$ cat config.mk
export PLATFORM = sky130hd
export DESIGN_NAME = audio_peak_limiter
export DESIGN_NICKNAME = d
export VERILOG_FILES = /design/src/rtl/audio_peak_limiter.sv
export SDC_FILE = /design/constraint.sdc
export NUM_CORES = 1
export LEC_CHECK = 0
export CAP_MARGIN = 0
export CELL_PAD_IN_SITES_DETAIL_PLACEMENT = 1
export CELL_PAD_IN_SITES_GLOBAL_PLACEMENT = 2
export CORE_ASPECT_RATIO = 0.75
export CORE_MARGIN = 10
export CORE_UTILIZATION = 41
export CTS_CLUSTER_SIZE = 14
export DETAILED_ROUTE_END_ITERATION = 8
export PLACE_DENSITY = 0.84
export SLEW_MARGIN = 20
export SYNTH_ARGS = -nofsm -noshare
export SYNTH_HDL_FRONTEND = slang
export SYNTH_SLANG_ARGS = --single-unit
$ cat constraint.sdc
create_clock -name clk -period 10.3 [get_ports clk]
set_input_delay 1.545 -clock clk [delete_from_list [all_inputs] [get_ports clk]]
set_output_delay 1.545 -clock clk [all_outputs]
set_load 0.05 [all_outputs]
$ cat src/rtl/audio_peak_limiter.sv
// Sample-rate peak limiter. It tracks overload with an attack/hold/release gain FSM and hard-clips the output to +/-THRESHOLD.
// Output is registered on the same audio_clk_en edge that samples `in`. There is no backpressure: without a strobe, every register holds.
`timescale 1ns/1ps
module audio_peak_limiter #(
  parameter int THRESHOLD     = 24576,
  parameter int ATTACK_SHIFT  = 2,
  parameter int RELEASE_SHIFT = 8,
  parameter int HOLD_SAMPLES  = 480,
  parameter int MIN_GAIN      = 4096
) (
  input  logic               clk,
  input  logic               reset_n,
  input  logic               audio_clk_en,
  input  logic signed [15:0] in,
  output logic signed [15:0] out,
  output logic [16:0]        gain,
  output logic               limiting
);

  localparam int CW = (HOLD_SAMPLES > 0) ? $clog2(HOLD_SAMPLES + 1) : 1;
  localparam logic [16:0]        UNITY     = 17'd65536;
  localparam logic [16:0]        FLOOR     = 17'(MIN_GAIN);
  localparam logic [16:0]        THR       = 17'(THRESHOLD);
  localparam logic signed [17:0] THR_POS   = 18'(THRESHOLD);
  localparam logic signed [17:0] THR_NEG   = -THR_POS;
  localparam logic [CW-1:0]      HOLD_LOAD = CW'(HOLD_SAMPLES);

  typedef enum logic [1:0] {IDLE, ATTACK, HOLD, RELEASE} state_t;

  state_t             state;
  logic [CW-1:0]      hold_cnt;

  logic [15:0]        mag;
  logic [16:0]        pred;
  logic               over;
  logic signed [17:0] sgain;
  logic signed [17:0] y;
  logic signed [15:0] out_nxt;
  logic [16:0]        a_step;
  logic [16:0]        a_diff;
  logic [16:0]        g_att;
  logic [16:0]        r_step;
  logic [17:0]        r_sum;
  logic [16:0]        g_rel;

  always_comb begin
    // -32768 has no positive twin in 16 bits, so its magnitude saturates.
    mag = in;
    if (in[15]) mag = (in == -16'sd32768) ? 16'd32767 : 16'(-in);
    pred  = 17'((33'(mag) * 33'(gain)) >> 16);
    over  = (pred > THR);
    sgain = $signed({1'b0, gain});
    y     = 18'((34'(in) * 34'(sgain)) >>> 16);

    out_nxt = 16'(y);
    if (y > THR_POS)      out_nxt = 16'(THR_POS);
    else if (y < THR_NEG) out_nxt = 16'(THR_NEG);

    a_step = gain >> ATTACK_SHIFT;
    if (a_step == 17'd0) a_step = 17'd1;
    a_diff = gain - a_step;
    g_att  = (a_diff < FLOOR) ? FLOOR : a_diff;

    r_step = (UNITY - gain) >> RELEASE_SHIFT;
    if (r_step == 17'd0) r_step = 17'd1;
    r_sum = {1'b0, gain} + {1'b0, r_step};
    g_rel = (r_sum > {1'b0, UNITY}) ? UNITY : r_sum[16:0];
  end

  always_ff @(posedge clk or negedge reset_n) begin
    if (!reset_n) begin
      state    <= IDLE;
      gain     <= UNITY;
      hold_cnt <= '0;
      out      <= '0;
      limiting <= 1'b0;
    end else if (audio_clk_en) begin
      out <= out_nxt;
      case (state)
        IDLE: begin
          if (over) begin
            gain     <= g_att;
            state    <= ATTACK;
            limiting <= 1'b1;
          end
        end
        ATTACK: begin
          if (over) begin
            gain <= g_att;
          end else begin
            hold_cnt <= HOLD_LOAD;
            state    <= HOLD;
          end
        end
        HOLD: begin
          if (over) begin
            gain  <= g_att;
            state <= ATTACK;
          end else if (hold_cnt == '0) begin
            state <= RELEASE;
          end else begin
            hold_cnt <= hold_cnt - CW'(1);
          end
        end
        RELEASE: begin
          if (over) begin
            gain  <= g_att;
            state <= ATTACK;
          end else begin
            gain <= g_rel;
            if (g_rel == UNITY) begin
              state    <= IDLE;
              limiting <= 1'b0;
            end
          end
        end
        default: begin
          state    <= IDLE;
          limiting <= 1'b0;
        end
      endcase
    end
  end

endmodule

==> results of run 1 <==
==> worst reg2reg max path, delay by kind of cell, from the launching register on <==
| family | cells | cell delay, ns |
|---|---|---|
| fa+ha+maj | 7 | 3.00 |
| flops | 1 | 0.87 |
| compound gates | 5 | 1.41 |
| mux | 1 | 0.33 |
| buf+inv | 7 | 1.33 |
| simple gates | 6 | 1.30 |
==> routing by layer <==
layer  vias up  share of wire [%]
li1       8559                  -
met2       556                 44
met1      9914                 46
met5         -                  0
met4         0                1.7
met3        81                7.8
==> worst max-delay path by stage <==
stage,from,end,slack [ns],depth (start not counted)
4_1_cts,in[2],hold_cnt[0],0.002,33
3_5_place_dp,in[1],gain[6],-0.81,32
3_3_place_gp,in[1],hold_cnt[5],-0.59,31
6_report,in[11],hold_cnt[0],0.20,31
2_1_floorplan,in[0],gain[11],0.12,34
5_1_grt,in[0],hold_cnt[0],-0.03,35
==> layout make-up <==
class                   count  area share [%]
flip-flops and latches     45            4.51
clock inverters             2           0.155
inverters                 543            8.15
clock buffers               6           0.515
repair buffers            274            9.18
well taps                 712            3.56
multi-input cells        1904            73.9
==> cells in the mapped netlist, types with 13 or more instances <==
library cell / n
a21o_1: 29
xor2_1: 34
ha_1: 249
dfrtp_1: 44
and2_1: 100
nor3_1: 25
xnor2_1: 42
nand3_1: 25
inv_1: 538
nand2_1: 427
o21ai_0: 48
fa_1: 416
nor2_1: 79
nand2b_1: 16
a31oi_1: 13
a21oi_1: 164
clkbuf_1: 113
nand4_1: 26
==> what timing repair did <==
| action | 4_1_cts | 5_1_grt |
|---|---|---|
| gates resized for setup | 26 | 53 |
| cloned | 0 | 0 |
| setup buffers | 1 | 7 |
| pin swaps | 2 | 15 |
| endpoints found under the setup margin | 29 | 29 |
==> registers in the layout (all words and copies together) (netlist names) <==
name      count
gain         17
out          16
hold_cnt      9
state         2
limiting      1
==> through the flow <==
stage          TNS, ns  std cells  utilization (%)  instance area, um2  setup WS (ns)
4_1_cts              0       3479             46.7               24700        0.00215
3_3_place_gp    -13.00       3470             46.1               24400         -0.592
5_1_grt        -0.0645       3486             47.2               25000        -0.0288
2_1_floorplan        0       2622                -               21900          0.116
3_5_place_dp    -19.20       3470             46.1               24400         -0.807
6_report             0       3486             47.2               25000          0.204
==> kinds of logic after synthesis <==
logic type	Yosys count	share of synthesized area, %
compound gates	389	11.5
flops	45	5.15
buf+inv	673	11.7
mux	3	0.148
simple gates	771	16.3
xor+xnor	76	3.04
fa+ha+maj	665	52.2
==> results, run 1 <==
- The via count of the first global-routing pass is 21200.
- In the routed layout, each cell is associated on average with a via count of 5.48.
- For hold timing, the worst endpoint is hold_cnt[6].
- The library cell used most frequently in the layout, excluding fill and tap cells, is inv_1.
- The fraction of synthesized cell area taken by the top area cell type is 38.0%.
- The kind of critical path is in2reg.
- The tree is rooted in a clkbuf_16.
- The worst register-to-register path ends at hold_cnt[0].
- The CTS clock-pin slew for the worst setup and hold paths is 0.07 ns.
- The area overhead of the layout relative to synthesis is 14.1%.
- The highest attainable clock frequency is 0.0990 GHz.
- The worst-margin pin slew is 0.859 ns.
- In this run the most critical hold path is launched from hold_cnt[6].
- The antenna violation net count after detailed routing is 0.
- The leftover overflow at the end of global routing is 0.
- For this run, global-route usage on met2 was measured as 37.8%.
- For met3 alone, demand over resource in global routing was 4.95%.
- The worst path buffer plus inverter count is 9.
- The global routing's busiest layer is met2.
- The reg-to-reg critical path startpoint is gain[11].
- Hold is met by 0.481 ns.
- After synthesis, the netlist uses 80 different library cells.
- The routed wire length is 74.5 mm.
- The smallest clock period supported by the final layout is computed as 10.10 ns.
- The mapped netlist covers 21900 um2.
- The synthesized design contains 0 enable-type register cells.
- In this run the register-to-register setup slack is 1.97 ns.
- The number of warnings reported in the yosys synthesis log is 0.
- The flow ran to the end, and the final reports show no timing, DRC or antenna violations.
- For the worst setup path, the data required time is 10.49 ns.
- The max-slew violation count was 0.
- The average instance in the mapped netlist occupies 8.36 um2.
- The global-route usage over all layers is 24.0%.
- The number of antenna violations at the first check in global routing came to 0.
- The number of hold violations in the final report was 0.
- The top cell types in the final layout, fill and taps aside, are inv_1, nand2_1, fa_1.
- Across the whole layout, storage elements account for 1130 um2.
- The instance count along the most critical hold path is 1.
- The worst setup path is captured at a register.
- Clock skew on the completed layout was measured at 0.00575 ns.
- Input and output buffers added on the ports amount to 52.
- The fill cell total of the finished layout is 6285.
- The first global-routing pass estimated 120 mm of wire.
- For this run, asynchronously set or reset flops after synthesis account for 100%.
- After synthesis the netlist holds a flip-flop and latch count of 45.
- The most frequent cell on the critical path is fa_1.
- Setup violations remaining at the end of the flow were counted as 0.
- The final critical path takes up 98.0% of the cycle.
- Along the worst path, the maximum fanout reaches 19.
- The net count after synthesis is 3306.
- The startpoint type of the worst setup path is a primary input.
- The core region area is 53000 um2.
- The largest incremental delay on the critical path is 0.55 ns.
- Once the floorplan was initialized, standard cells occupied 41.4% of the core.
- The final layout contains 3457 nets.
- The highest-delay cell along the critical path is or4_4.
- Clock tree synthesis found a total of 45 sinks.
- The congestion estimate from routability-driven global placement came to 0.929.
- The initialized floorplan defines 73 standard-cell rows.
- The number of design rule violations left after detail routing is 0.
- The violation count after the first detailed-routing iteration is 1342.
- The tightest slew margin relative to the limit is 42.4%.
- The wire-length estimate of the detail-placed layout is 61.1 mm.
- For this run, global-route usage on met1 was measured as 34.0%.
- The fraction of layout instances using a drive strength above 1 is 10.7%.
- The cell type contributing the most total cell area after synthesis is fa_1.
- After detailed routing, the average wire length per cell comes to 21.4 um.
- The repair_antennas step left the layout with diodes totalling 0.
- Measured along the x axis, the die boundary spans 287 um.
- The number of vias in the routed layout is 19100.
- The critical path's top delay family is adder cells.
- The floorplan step defined a die boundary enclosing 63200 um2.
- Entering global routing, the biggest net connects 46 pins.
- The number of detailed-route iterations in the first pass is 5.
- For this design the top-level I/O count stands at 53.
- Buffers inserted to repair hold after CTS numbered 0.
- In the synthesized netlist, the number of instances is 2622.
- The number of buffers created by CTS is 5.
- The die height is 220 um.
- No sink is reached through more buffers than the 2 on the longest clock path.
- Across the run, the number of max-cap violations was 0.
- The latest clock arrival within the worst-skew pair is 0.31 ns.
- The maximum level of the CTS H-tree is 2.
- The dominant synthesized flop cell is dfrtp_1.
- By area the synthesized netlist is led by fa_1, ha_1, inv_1, nand2_1, dfrtp_1.
- The CTS tree is yes.
- The type of the worst min-delay path is reg2reg.
- The share of synthesized area occupied by flip-flops and latches is 5.15%.
- The number of cell instances on the worst register-to-register path is 26.
- Summing all multi-input logic gate instances after layout gives 18500 um2.
- The data arrival time of the critical path is 10.29 ns.
Power of run 1 is left out: the tool's default activity adds up to more than one toggle a clock period on the data nets, which glitch-free logic cannot reach.
==> run 2: changes to the inputs <==
--- a/config.mk
+++ b/config.mk
@@ -10,10 +10,11 @@
 export CELL_PAD_IN_SITES_GLOBAL_PLACEMENT = 2
 export CORE_ASPECT_RATIO = 0.75
 export CORE_MARGIN = 10
-export CORE_UTILIZATION = 41
+export CORE_UTILIZATION = 30
 export CTS_CLUSTER_SIZE = 14
 export DETAILED_ROUTE_END_ITERATION = 8
-export PLACE_DENSITY = 0.84
+export PLACE_DENSITY = 0.65
+export SKIP_LAST_GASP = 1
 export SLEW_MARGIN = 20
 export SYNTH_ARGS = -nofsm -noshare
 export SYNTH_HDL_FRONTEND = slang
==> results, run 2 (synthesized netlist as in run 1, its figures left out) <==
- The number of detailed-route iterations in the first pass was 5 (unchanged).
- The leftover overflow at the end of global routing came to 0 (unchanged).
- The critical-path maximum fanout came to 6 (-13).
- The via count of the first global-routing pass came to 20900 (-1.5%).
- The latest clock arrival within the worst-skew pair came to 0.31 ns (about the same).
- The violation count after the first detailed-routing iteration is 998 (-26%).
- The highest attainable clock frequency is 0.100 GHz (+1.2%).
- The library cells used most frequently in the layout, excluding fill and tap cells, are inv_1, fa_1, nand2_1.
- The worst path buffer plus inverter count is 9 (unchanged).
- The area overhead of the layout relative to synthesis is 16.6%.
- The met3 wirelength from detailed routing is 4.68 mm (-19%).
- The antenna violation net count after detailed routing is 0 (unchanged).
- The number of port buffers is 52 (unchanged).
- The max-slew violation count is 0 (unchanged).
- On the critical path, the stage with the largest delay is an instance of or4_4.
- The data arrival time of the critical path was 10.14 ns (-0.15 ns).
- The CTS clock-pin slew for the worst setup and hold paths is 0.07 ns (about the same).
- The fill cell total of the finished layout is 8565 (+36%).
- The number of sinks handled by clock tree synthesis is 45 (unchanged).
- The cts-stage hold buffer count is 0 (unchanged).
- The number of hold violations in the final report is 0 (unchanged).
- The core region area came to 72100 um2 (+36%).
- The run finished with clean final reports.
- The kind of cell with the highest combined delay along the critical path is adder cells.
- The final HPWL from detailed placement is 64.4 mm (+5.3%).
- Counting flops per register, the top entry is gain.
- The via-per-instance ratio was 5.08 (-7.3%).
- Leaving out fill and tap cells, the most frequent cell in the layout is inv_1.
- The maximum number of buffers from clock root to sink is 2 (unchanged).
- The wire length on met1 came to 41.6 mm (+21%).
- The sequential cell area was 1130 um2 (unchanged).
- The CTS tree is yes.
- The final net count is 3461 (+0.12%).
- The fraction of layout instances using a drive strength above 1 is 12.0% (+1.3 points).
- The max-cap check violation count is 0 (unchanged).
- The global-route wire length before repair is 127 mm (+5.6%).
- The tightest slew margin relative to the limit was 32.1% (-10 points).
- The worst setup skew after layout is 0.00550 ns (-0.000245 ns).
- The largest registers in the layout are gain x17, out x16, hold_cnt x9.
- The highest layer touched by signal routing is met4.
- The die height was 254 um (+15%).
- The clock root buffer is clkbuf_16.
- The critical path data required time is 10.47 ns (-0.02 ns).
- The minimum hold slack is 0.490 ns (+0.00894 ns).
- Among the stages of the critical path, the cell type that occurs most often is fa_1.
- The average detailed-routed wire length per instance was 21.5 um (+0.59%).
- The kind of critical path is in2reg.
- The final weighted congestion in routability-driven placement is 0.906 (-2.5%).
- The largest incremental delay on the critical path is 0.58 ns (+0.03 ns).
- The pin count of the biggest net entering global routing is 46 (unchanged).
- The number of design rule violations left after detail routing is 0 (unchanged).
- The total length of routed met2 wires came to 33.2 mm (+0.42%).
- The final worst-path cycle share is 96.8% (-1.2 points).
- The number of vias in the routed layout came to 19000 (-0.65%).
- The I/O pin count is 53 (unchanged).
- In this run the worst hold path is classified as reg2reg.
- The kind of capture point of the worst setup path is a register.
- The minimum clock period was 9.97 ns (-0.124 ns).
- The worst-margin pin slew came to 1.01 ns (+0.149 ns).
- The final setup violation count came to 0 (unchanged).
- The die width came to 332 um (+16%).
- The area of the multi-input gates is 18700 um2 (+0.94%).
- The initial core utilization is 30.4% (-11 points).
- The overall die area is 84300 um2 (+34%).
- The number of antenna violations at the first check in global routing was 1 (+1).
- The maximum level of the CTS H-tree is 2 (unchanged).
- The routed wire length is 80.3 mm (+7.8%).
- The row count is 85 (+16%).
- The accumulated negative setup slack is 0 ns (unchanged).
- The number of buffers created by CTS is 5 (unchanged).
- The number of flip-flops in the largest register is 17 (unchanged).
- The startpoint type of the worst setup path is a primary input.
- The global-route usage over all layers is 19.2% (-4.9 points).
run 2: cell count changes in the layout (fill, tap and decap cells not counted), sizes merged:
cell	previous run	this run
clkdlybuf4s50	40	36
dlymetal6s2s	11	15
buf	223	225
clkinv	6	4
diode	0	2
inv	538	540
clkbuf	6	7
run 2: through the flow:
stage                     setup slack (ns)  util, %  instance area [um2]  instances
final                                0.328     35.4                25500       3736
after floorplan                      0.116        -                21900       2622
after global routing               -0.0460     35.4                25500       3734
after detailed placement            -0.688     34.3                24700       3715
after CTS                           0.0232     34.6                25000       3723
after global placement              -0.499     34.3                24700       3715
run 2: repair_timing:
action,4_1_cts,5_1_grt
setup buffers,1,9
pin swaps,2,31
setup endpoints to repair,29,29
gates cloned,0,2
resized for setup,15,113
run 2: path summary, 6_finish.rpt:
kind	cells past startpoint	slack, ns	startpoint	endpoint
setup / recovery	31	0.33	in[10]	hold_cnt[5]
hold / removal	1	0.49	hold_cnt[8]	hold_cnt[8]
setup reg to reg	25	1.81	gain[2]	out[6]
hold reg to reg	1	0.49	hold_cnt[8]	hold_cnt[8]
max in group asynchronous	2	8.49	reset_n	out[4]
min in group asynchronous	2	1.35	reset_n	gain[3]
run 2: metal layers:
layer / GRT usage, % / vias to the layer above
met4: 2.26 / 0
met1: 29.5 / 9959
met3: 2.86 / 44
li1: - / 8569
met5: 0 / -
met2: 28.4 / 414
run 2: cell type report:
cell class                      count  share of cell area (%)
Timing Repair Buffer              278                    9.24
Antenna cell                        2                  0.0196
Inverter                          543                    7.98
Clock buffer                        5                   0.490
Multi-Input combinational cell   1904                    73.0
Clock inverter                      2                   0.152
Tap cell                          957                    4.69
Sequential cell                    45                    4.41
Power of run 2 is left out for the same reason.
==> run 3: changes to the inputs <==
--- a/config.mk
+++ b/config.mk
@@ -11,6 +11,7 @@
 export CORE_ASPECT_RATIO = 0.75
 export CORE_MARGIN = 10
 export CORE_UTILIZATION = 30
+export CTS_BUF_LIST = sky130_fd_sc_hd__clkbuf_4
 export CTS_CLUSTER_SIZE = 14
 export DETAILED_ROUTE_END_ITERATION = 8
 export PLACE_DENSITY = 0.65
==> results, run 3 (synthesized netlist as in run 1, its figures left out) <==
- The flow ran to the end, and the final reports show no timing, DRC or antenna violations.
- The violation count after the first detailed-routing iteration is 1015 (+1.7%).
- The worst setup path is captured at a register.
- The overall die area is 84300 um2 (unchanged).
- The largest register by flop count is gain.
- The number of design rule violations left after detail routing came to 0 (unchanged).
- The final net count is 3452 (-0.26%).
- The minimum clock period is 10.02 ns (+0.0452 ns).
- The max-slew violation count is 0 (unchanged).
- The CTS clock-pin slew for the worst setup and hold paths is 0.16 ns (+0.09 ns).
- The final setup violation count is 0 (unchanged).
- Leaving out fill and tap cells, the most frequent cell in the layout is inv_1.
- In the final layout, the registers with the most flip-flops are gain x17, out x16, hold_cnt x9.
- The number of vias in the routed layout is 18900 (-0.56%).
- The CTS tree is yes.
- The worst path buffer plus inverter count is 7 (-2).
- The number of antenna violations at the first check in global routing is 3 (+2).
- Setup repair after global routing left no endpoint under its margin.
- The latest clock arrival within the worst-skew pair is 0.43 ns (+0.12 ns).
- The worst setup skew after layout came to 0.0147 ns (+0.00923 ns).
- The clock root buffer is clkbuf_4.
- The core region area was 72100 um2 (unchanged).
- The number of detailed-route iterations in the first pass was 5 (unchanged).
- In the layout the commonest cells are inv_1, nand2_1, fa_1.
- The final weighted congestion in routability-driven placement is 0.906 (unchanged).
- STA classifies the critical path startpoint as a primary input.
- The area overhead of the layout relative to synthesis is 14.6%.
- For this design, the slowest cell found on the critical path is or4_1.
- The critical path data required time was 10.66 ns (+0.19 ns).
- The number of hold violations in the final report is 0 (unchanged).
- The tightest slew margin relative to the limit is 32.1% (about the same).
- The type of the worst min-delay path is reg2reg.
- The via-per-instance ratio is 5.07 (-0.32%).
- The fraction of layout instances using a drive strength above 1 is 10.7% (-1.2 points).
- The number of flip-flops in the largest register came to 17 (unchanged).
- The average detailed-routed wire length per instance is 21.4 um (-0.45%).
- The critical-path maximum fanout is 22 (+16).
- The data arrival time of the critical path came to 10.38 ns (+0.24 ns).
- The leftover overflow at the end of global routing is 0 (unchanged).
- The I/O pin count is 53 (unchanged).
- The maximum number of buffers from clock root to sink is 2 (unchanged).
- The die width is 332 um (unchanged).
- The global-route usage over all layers is 19.2% (about the same).
- The kind of critical path is in2reg.
- The pin count of the biggest net entering global routing is 46 (unchanged).
- The maximum level of the CTS H-tree is 2 (unchanged).
- The initial core utilization is 30.4% (unchanged).
- The highest attainable clock frequency is 0.0998 GHz (-0.45%).
- The accumulated negative setup slack is 0 ns (unchanged).
- The final worst-path cycle share is 97.3% (+0.44 points).
- The antenna violation net count after detailed routing is 0 (unchanged).
- The row count is 85 (unchanged).
- The worst-margin pin slew is 1.01 ns (-0.0000152 ns).
- The number of sinks handled by clock tree synthesis came to 45 (unchanged).
- The final HPWL from detailed placement is 64.4 mm (unchanged).
- The largest incremental delay on the critical path is 0.63 ns (+0.05 ns).
- The routed wire length is 79.7 mm (-0.69%).
- The utilization after layout is 34.8% (-0.62 points).
- Grouping stages by cell kind, the critical path spends the most delay in simple AND/OR/NAND/NOR gates.
- The via count of the first global-routing pass was 20900 (-0.12%).
- The global-route wire length before repair is 127 mm (about the same).
- The die height is 254 um (unchanged).
- The most frequent cell on the critical path is fa_1.
- The max-cap check violation count is 0 (unchanged).
- The number of port buffers is 52 (unchanged).
- The number of buffers created by CTS was 5 (unchanged).
- The cts-stage hold buffer count is 0 (unchanged).
run 3: final cells by class:
type	count	area (um2)
Inverter	543	2040
Fill cell	8601	47000
Sequential cell	45	1130
Clock buffer	5	37.5
Multi-Input combinational cell	1904	18500
Tap cell	957	1200
Clock inverter	2	38.8
Timing Repair Buffer	269	2200
Antenna cell	2	5.00
run 3: final timing paths:
| check | startpoint | endpoint | slack (ns) | cells past startpoint |
|---|---|---|---|---|
| worst max-delay path | in[11] | gain[1] | 0.28 | 29 |
| worst min-delay path | hold_cnt[6] | hold_cnt[6] | 0.51 | 1 |
| worst max register to register | gain[2] | out[6] | 1.79 | 25 |
| worst min register to register | hold_cnt[6] | hold_cnt[6] | 0.51 | 1 |
| max in group asynchronous | reset_n | out[12] | 8.65 | 2 |
| min in group asynchronous | reset_n | gain[3] | 1.19 | 2 |
run 3: repair_timing:
| action | in CTS | in global routing |
|---|---|---|
| endpoints found under the setup margin | 25 | 29 |
| pin swaps | 1 | 14 |
| resized for setup | 6 | 65 |
| buffers inserted | 0 | 3 |
run 3: metal layers:
layer,GRT usage [%],up-vias,wire length [um],part of all wire (%)
met5,0,-,0,0
met4,2.18,0,747,0.94
met3,2.67,44,4470,5.6
met2,28.4,392,32900,41
met1,29.7,9899,41600,52
li1,-,8545,-,-
run 3: metrics by stage:
stage | hold slack, ns | std cells | cell area (um2) | setup slack [ns]
after CTS | 0.506 | 3722 | 24800 | 0.0228
final | 0.506 | 3727 | 25100 | 0.282
after floorplan | 0.442 | 2622 | 21900 | 0.116
after detailed placement | 0.477 | 3715 | 24700 | -0.688
after global routing | 0.537 | 3726 | 25100 | 0.00831
after global placement | 0.462 | 3715 | 24700 | -0.499
Power of run 3 is left out for the same reason.
